$ cat config.mk
export PLATFORM = sky130hd
export DESIGN_NAME = forward_propper_1
export DESIGN_NICKNAME = d
export VERILOG_FILES = /design/src/rtl/forward_propper_1.sv
export SDC_FILE = /design/constraint.sdc
export NUM_CORES = 1
export LEC_CHECK = 0
export BUFFER_PORTS_ARGS = -buffer_cell sky130_fd_sc_hd__buf_4
export CAP_MARGIN = 20
export CORE_UTILIZATION = 45
export DETAILED_ROUTE_END_ITERATION = 10
export SLEW_MARGIN = 20
export SYNTH_ARGS = -nofsm -noshare
export SYNTH_HDL_FRONTEND = slang
export SYNTH_SLANG_ARGS = --single-unit
$ cat constraint.sdc
create_clock -name fp1_clk -period 8.2 [get_ports fp1_clk]
set_input_delay 0.41 -clock fp1_clk [delete_from_list [all_inputs] [get_ports fp1_clk]]
set_output_delay 0.41 -clock fp1_clk [all_outputs]
set_load 0.05 [all_outputs]
$ cat src/rtl/forward_propper_1.sv
// Forward-pass neuron: serially accumulates p*w products onto a bias, then presents
// the pre-activation sum, its ReLU activation and the gate flag used by the backward pass.
module forward_propper_1 #(
    parameter int unsigned N_INPUTS = 4,
    localparam int unsigned CNT_W = $clog2(N_INPUTS + 1)
) (
    input  logic        fp1_clk,
    input  logic        fp1_rst,
    input  logic        fp1_start,
    input  logic [31:0] fp1_bias,
    input  logic        fp1_in_valid,
    output logic        fp1_in_ready,
    input  logic [31:0] fp1_p,
    input  logic [31:0] fp1_w,
    output logic        fp1_out_valid,
    input  logic        fp1_out_ready,
    output logic [31:0] fp1_z,
    output logic [31:0] fp1_a,
    output logic        fp1_active,
    output logic        fp1_busy
);

    typedef enum logic [1:0] {StIdle, StAccum, StDone} state_e;

    localparam logic [CNT_W-1:0] LastBeat = CNT_W'(N_INPUTS - 1);

    state_e           state_q;
    logic [31:0]      acc_q;
    logic [CNT_W-1:0] cnt_q;
    logic [31:0]      prod;

    // The low 32 bits of a two's-complement product do not depend on signedness.
    assign prod = fp1_p * fp1_w;

    always_ff @(posedge fp1_clk or posedge fp1_rst) begin
        if (fp1_rst) begin
            state_q <= StIdle;
            acc_q   <= '0;
            cnt_q   <= '0;
        end else begin
            unique case (state_q)
                StIdle: begin
                    if (fp1_start) begin
                        acc_q   <= fp1_bias;
                        cnt_q   <= '0;
                        state_q <= StAccum;
                    end
                end
                StAccum: begin
                    if (fp1_in_valid) begin
                        acc_q <= acc_q + prod;
                        cnt_q <= cnt_q + CNT_W'(1);
                        if (cnt_q == LastBeat) begin
                            state_q <= StDone;
                        end
                    end
                end
                StDone: begin
                    if (fp1_out_ready) begin
                        state_q <= StIdle;
                    end
                end
                default: state_q <= StIdle;
            endcase
        end
    end

    // Result outputs are gated to zero outside DONE so a partial sum never leaks.
    always_comb begin
        fp1_in_ready  = (state_q == StAccum);
        fp1_out_valid = (state_q == StDone);
        fp1_busy      = (state_q != StIdle);
        fp1_z         = '0;
        fp1_a         = '0;
        fp1_active    = 1'b0;
        if (state_q == StDone) begin
            fp1_z      = acc_q;
            fp1_a      = acc_q[31] ? 32'd0 : acc_q;
            fp1_active = ~acc_q[31];
        end
    end

endmodule

# ---- Yosys cells after proc, flatten, opt, wreduce, memory -nomap -nowiden
# Index checks and enable logic that the tools add are counted.
dict set report totals {
  wordCells 34
  output_inout_bits 68
  input_bits 101
  reg_bits 37
}
dict set report classes {
  eq_ne 7
  addsub 2
  n_bitwise 1
  n_mux 15
  reduce_logical 5
  multipliers 1
}
# operator count
set ops {}
lappend ops {{32-bit 2-to-1 mux} 3}
lappend ops {{32-bit case mux with 2 select lines} 1}
lappend ops {{31-bit 2-to-1 mux} 2}
lappend ops {{32-bit adder} 1}
lappend ops {{32-bit by 32-bit multiplier with 32-bit output} 1}
lappend ops {{2-bit 2-to-1 mux} 4}
lappend ops {{3-bit 2-to-1 mux} 2}
lappend ops {{2-bit case mux with 3 select lines} 1}
lappend ops {{3-bit case mux with 2 select lines} 1}
lappend ops {{2-bit by 1-bit inequality test with 1-bit output, second input constant} 2}
lappend ops {{2-bit inequality test, second input constant} 2}
lappend ops {{4-bit AND reduction} 1}
lappend ops {{2-bit nonzero test} 2}
lappend ops {{3-bit by 1-bit adder with 3-bit output, second input constant} 1}
lappend ops {{3-bit by 2-bit equality test with 1-bit output, second input constant} 1}
lappend ops {{3-bit AND reduction} 1}
lappend ops {{2-bit by 1-bit equality test with 1-bit output, second input constant} 1}
lappend ops {{2-bit equality test, second input constant} 1}
lappend ops {{2-bit logical NOT} 1}
lappend ops {{1-bit 2-to-1 mux} 1}
lappend ops {{1-bit NOT} 1}

# ---- Depth between registers and ports, before layout
dict set report depth {
  ltp_word 4
  depth_mapped 30
  depth_no_buf 27
}

# ---- Worst setup path before layout
# OpenSTA, ideal clock, no wires.
dict set report synth_path {
  path_type {input-to-reg}
  startpoint {input port fp1_p[12]}
  endpoint {register acc_q[29]}
  cell_stages 28
  slack_ns 1.082
  t_required_ns 8.069
  setup_time_ns 0.131
  path_buffers 3
  t_arrival_ns 6.987
  cell_sequence {clkbuf_1 clkbuf_1 and2_1 fa_1 fa_1 fa_1 inv_1 fa_1 inv_1 fa_1 inv_1 fa_1 inv_1 fa_1 inv_1 fa_1 inv_1 ha_1 clkbuf_1 nand3_1 nor3_1 nand3_1 nand3_1 a21oi_1 o311ai_0 xor2_1 o221ai_1 o21ai_0}
}
dict set report synth_via {
  elab_chain_len 4
}
# element line
set synth_rtl {}
lappend synth_rtl {{from (decl)} 13} ;# input logic [31:0] fp1_p,
lappend synth_rtl {{32-bit by 32-bit multiplier with 32-bit output} 33} ;# assign prod = fp1_p * fp1_w;
lappend synth_rtl {{32-bit adder} 51} ;# acc_q <= acc_q + prod;
lappend synth_rtl {{32-bit 2-to-1 mux} 50} ;# if (fp1_in_valid) begin
lappend synth_rtl {{32-bit case mux with 2 select lines} 41} ;# unique case (state_q)
lappend synth_rtl {{to (signal assigned)} 44} ;# acc_q <= fp1_bias;
lappend synth_rtl {{to (signal assigned)} 51}
lappend synth_rtl {{to (decl)} 28} ;# logic [31:0] acc_q;
# No other way between the ends. The select of a mux whose other input is x is not followed.
# A chain may end at the register's enable or synchronous reset.

# ---- Worst setup path after layout
dict set report layout_path {
  startpoint {input port fp1_w[0]}
  endpoint {register acc_q[31]}
}
dict set report layout_via {
  elab_chain_len 4
}
# element line
set layout_rtl {}
lappend layout_rtl {{from (decl)} 14} ;# input logic [31:0] fp1_w,
lappend layout_rtl {{32-bit by 32-bit multiplier with 32-bit output} 33}
lappend layout_rtl {{32-bit adder} 51}
lappend layout_rtl {{32-bit 2-to-1 mux} 50}
lappend layout_rtl {{32-bit case mux with 2 select lines} 41}
# No other way between the ends. The select of a mux whose other input is x is not followed.

==> impl_metrics.ini <==
[finish]
nets = 2838
mostFrequentLayoutCells = inv_1 (490), fa_1 (438), and2_1 (342), nand2_1 (247), buf_4 (171)
fin_util = 0.498
layout_commonest_cell = inv_1
area_growth_pct = 9.11
fillCellCount = 3929
drive_gt1_frac = 0.0869
antenna_cells = 0

[timing]
finalSetupViolations = 0
layout_min_cycle_time_ns = 7.32
max_freq_mhz = 137
tns_ns = 0
timing.hold.ws_ns = 0.245
worst_clock_skew_ns = 0.0108
rsz0062_at_grt = no
finalHoldViolCount = 0
worst_pin_slew_ns = 1.07
maxSlewHeadroom = 0.289
maxSlewViolCount = 0
layout_worst_path_cycle_share = 0.892

[die]
rows = 74
die_area_mm2 = 0.0424
die_w_um = 206
start_util = 0.457
core-area_mm2 = 0.0409
ios = 169
die_h_um = 206

[routing]
initialDrtViolationCount = 751
via_per_inst = 5.14
antenna_left = 0
firstDrtPassIters = 5
drc = 0
vias = 13920
wirelength_mm = 51.7
wire_per_inst_um = 19.1

[clock_tree]
path_clk_slew_ns = 0.06
htree_levels = 2
clockBufferDepth = 2
ctsRootBufferMaster = clkbuf_16
cts_sinks = 37
numCtsBuffers = 5
cts_resized = 0
clk_latency_ns = 0.29
holdBufCountCts = 0
tritoncts = built
cts_setup_buffers = 0

[placement]
gp_congestion = 0.894
io_buffers = 167
dp_hpwl_mm = 42.5

[synthesis]
synth_nets = 2771
ys_ff_latch = 37
synth_cell_types = 49
ys_seq_area_frac = 0.0495
netlist_instances = 2106
netlist_area_mm2 = 0.0187
synth_area_per_cell_um2 = 8.88
yosysWarnings = 0

[critical_path]
crit_path_max_fanout = 32
cp-end-kind = flop
startpoint_type = input pin
worstRegToRegCells = 24
reg2reg_to = acc_q[31]$_DFFE_PP0P_
reg2reg_slack_ns = 1.00
worstPathRequired_ns = 8.34
crit_type = in2reg
arrival_ns = 7.46
r2r-start = acc_q[18]$_DFFE_PP0P_

[hold_path]
hp-class = in2async

[grt]
overflow = 0
grt_usage = 0.262
antenna_found_initial = 1
grt_pass1_wl_mm = 84.3
grt_max_degree = 42
grt_pass1_vias = 15079

[job]
drv_cap = 0

[run_status]
run_status = complete, no violations
## layer usage
metal  global-route usage  vias to the layer above  wire [µm]
met1                0.390                     7160      23900
met3               0.0356                       54       3280
li1                     -                     6238          -
met2                0.407                      468      23300
met5                    0                        -          0
met4               0.0567                        0       1190
## synth_stat cells (all sizes together)
library cell | n | area (µm²)
or3 | 5 | 31.3
nand4 | 1 | 6.26
o22ai | 11 | 68.8
inv | 490 | 1840
nand3b | 1 | 7.51
a21oi | 28 | 140
nor2b | 2 | 12.5
nand3 | 6 | 30.0
a21boi | 1 | 7.51
buf | 6 | 27.5
a21o | 10 | 77.6
ha | 126 | 1580
a221oi | 2 | 23.8
xnor2 | 66 | 578
o41ai | 1 | 27.5
a2111oi | 1 | 8.76
nor3 | 25 | 125
conb | 1 | 3.75
a211o | 2 | 18.8
o21bai | 3 | 22.5
clkbuf | 105 | 394
o221ai | 11 | 96.3
o31ai | 1 | 7.51
xor2 | 23 | 201
and2 | 342 | 2140
a211oi | 2 | 15.0
o311ai | 1 | 8.76
a41oi | 2 | 25.0
mux2 | 1 | 11.3
o2111ai | 1 | 8.76
a31oi | 8 | 50.1
or2 | 1 | 6.26
nand2b | 6 | 37.5
o21a | 3 | 22.5
o21ai | 45 | 225
dfrtp | 37 | 926
nand2 | 247 | 927
fa | 438 | 8770
clkinv | 1 | 3.75
o41a | 1 | 11.3
nor2 | 41 | 154
nor4b | 1 | 23.8
## worst max-delay path by stage
| stage | endpoint | depth (start not counted) | slack (ns) | start |
|---|---|---|---|---|
| after floorplan | acc_q[29]$_DFFE_PP0P_ | 28 | 1.08 | fp1_p[12] |
| after global placement | acc_q[29]$_DFFE_PP0P_ | 26 | 0.76 | fp1_w[0] |
| after detailed placement | acc_q[29]$_DFFE_PP0P_ | 26 | 0.68 | fp1_w[0] |
| after CTS | acc_q[31]$_DFFE_PP0P_ | 26 | 0.93 | fp1_w[0] |
| after global routing | acc_q[31]$_DFFE_PP0P_ | 26 | 0.50 | fp1_w[0] |
| final | acc_q[31]$_DFFE_PP0P_ | 26 | 0.88 | fp1_w[0] |
## layout make-up
cell class                 instances  area [µm²]  share of cell area
tap                              532         666              0.0326
sequential                        37         926              0.0454
inverter                         491        1840              0.0903
timing repair buffer             171        1280              0.0629
clock inverter                     3        46.3             0.00227
clock buffer                       5         125             0.00613
multi-input combinational       1467       15500               0.760
## state kept, by name, indices dropped and copies added (netlist names)
| signal | flops |
|---|---|
| cnt_q | 3 |
| acc_q | 32 |
| state_q | 2 |
## critical path, cell delays in order
cell and delay [ns]:
buf_4 0.32, and2_1 0.21, fa_1 0.46, fa_1 0.51, fa_1 0.52, inv_1 0.06
fa_1 0.53, inv_1 0.05, fa_1 0.50, inv_1 0.06, fa_1 0.52, inv_1 0.05
fa_1 0.48, inv_1 0.05, fa_1 0.52, inv_1 0.06, ha_1 0.39, nand3_1 0.13
nor3_1 0.20, nand3_1 0.13, nand3_1 0.16, a21oi_1 0.11, o311ai_0 0.57, o31ai_1 0.15
xnor2_1 0.18, a21oi_1 0.09
## logic make-up (layout without fill, tap and decap cells)
logic type / after synthesis / in the layout / share of synthesized area
fa+ha+maj: 564 / 564 / 0.553
other cells: 1 / 1 / 0.000201
flops: 37 / 37 / 0.0495
simple gates: 678 / 678 / 0.187
mux: 1 / 1 / 0.000602
xor+xnor: 89 / 89 / 0.0417
buf+inv: 602 / 670 / 0.121
compound gates: 134 / 134 / 0.0463
## stage by stage
step	cells	instance area, µm²	worst slack (ns)
floorplan	2106	18700	1.08
global placement	2698	20200	0.761
detailed placement	2698	20200	0.677
CTS	2706	20400	0.933
global route	2706	20400	0.503
finish	2706	20400	0.883
Power is not shown: default switching activity piles up to over one toggle a cycle in this logic, so the estimate is an artifact.
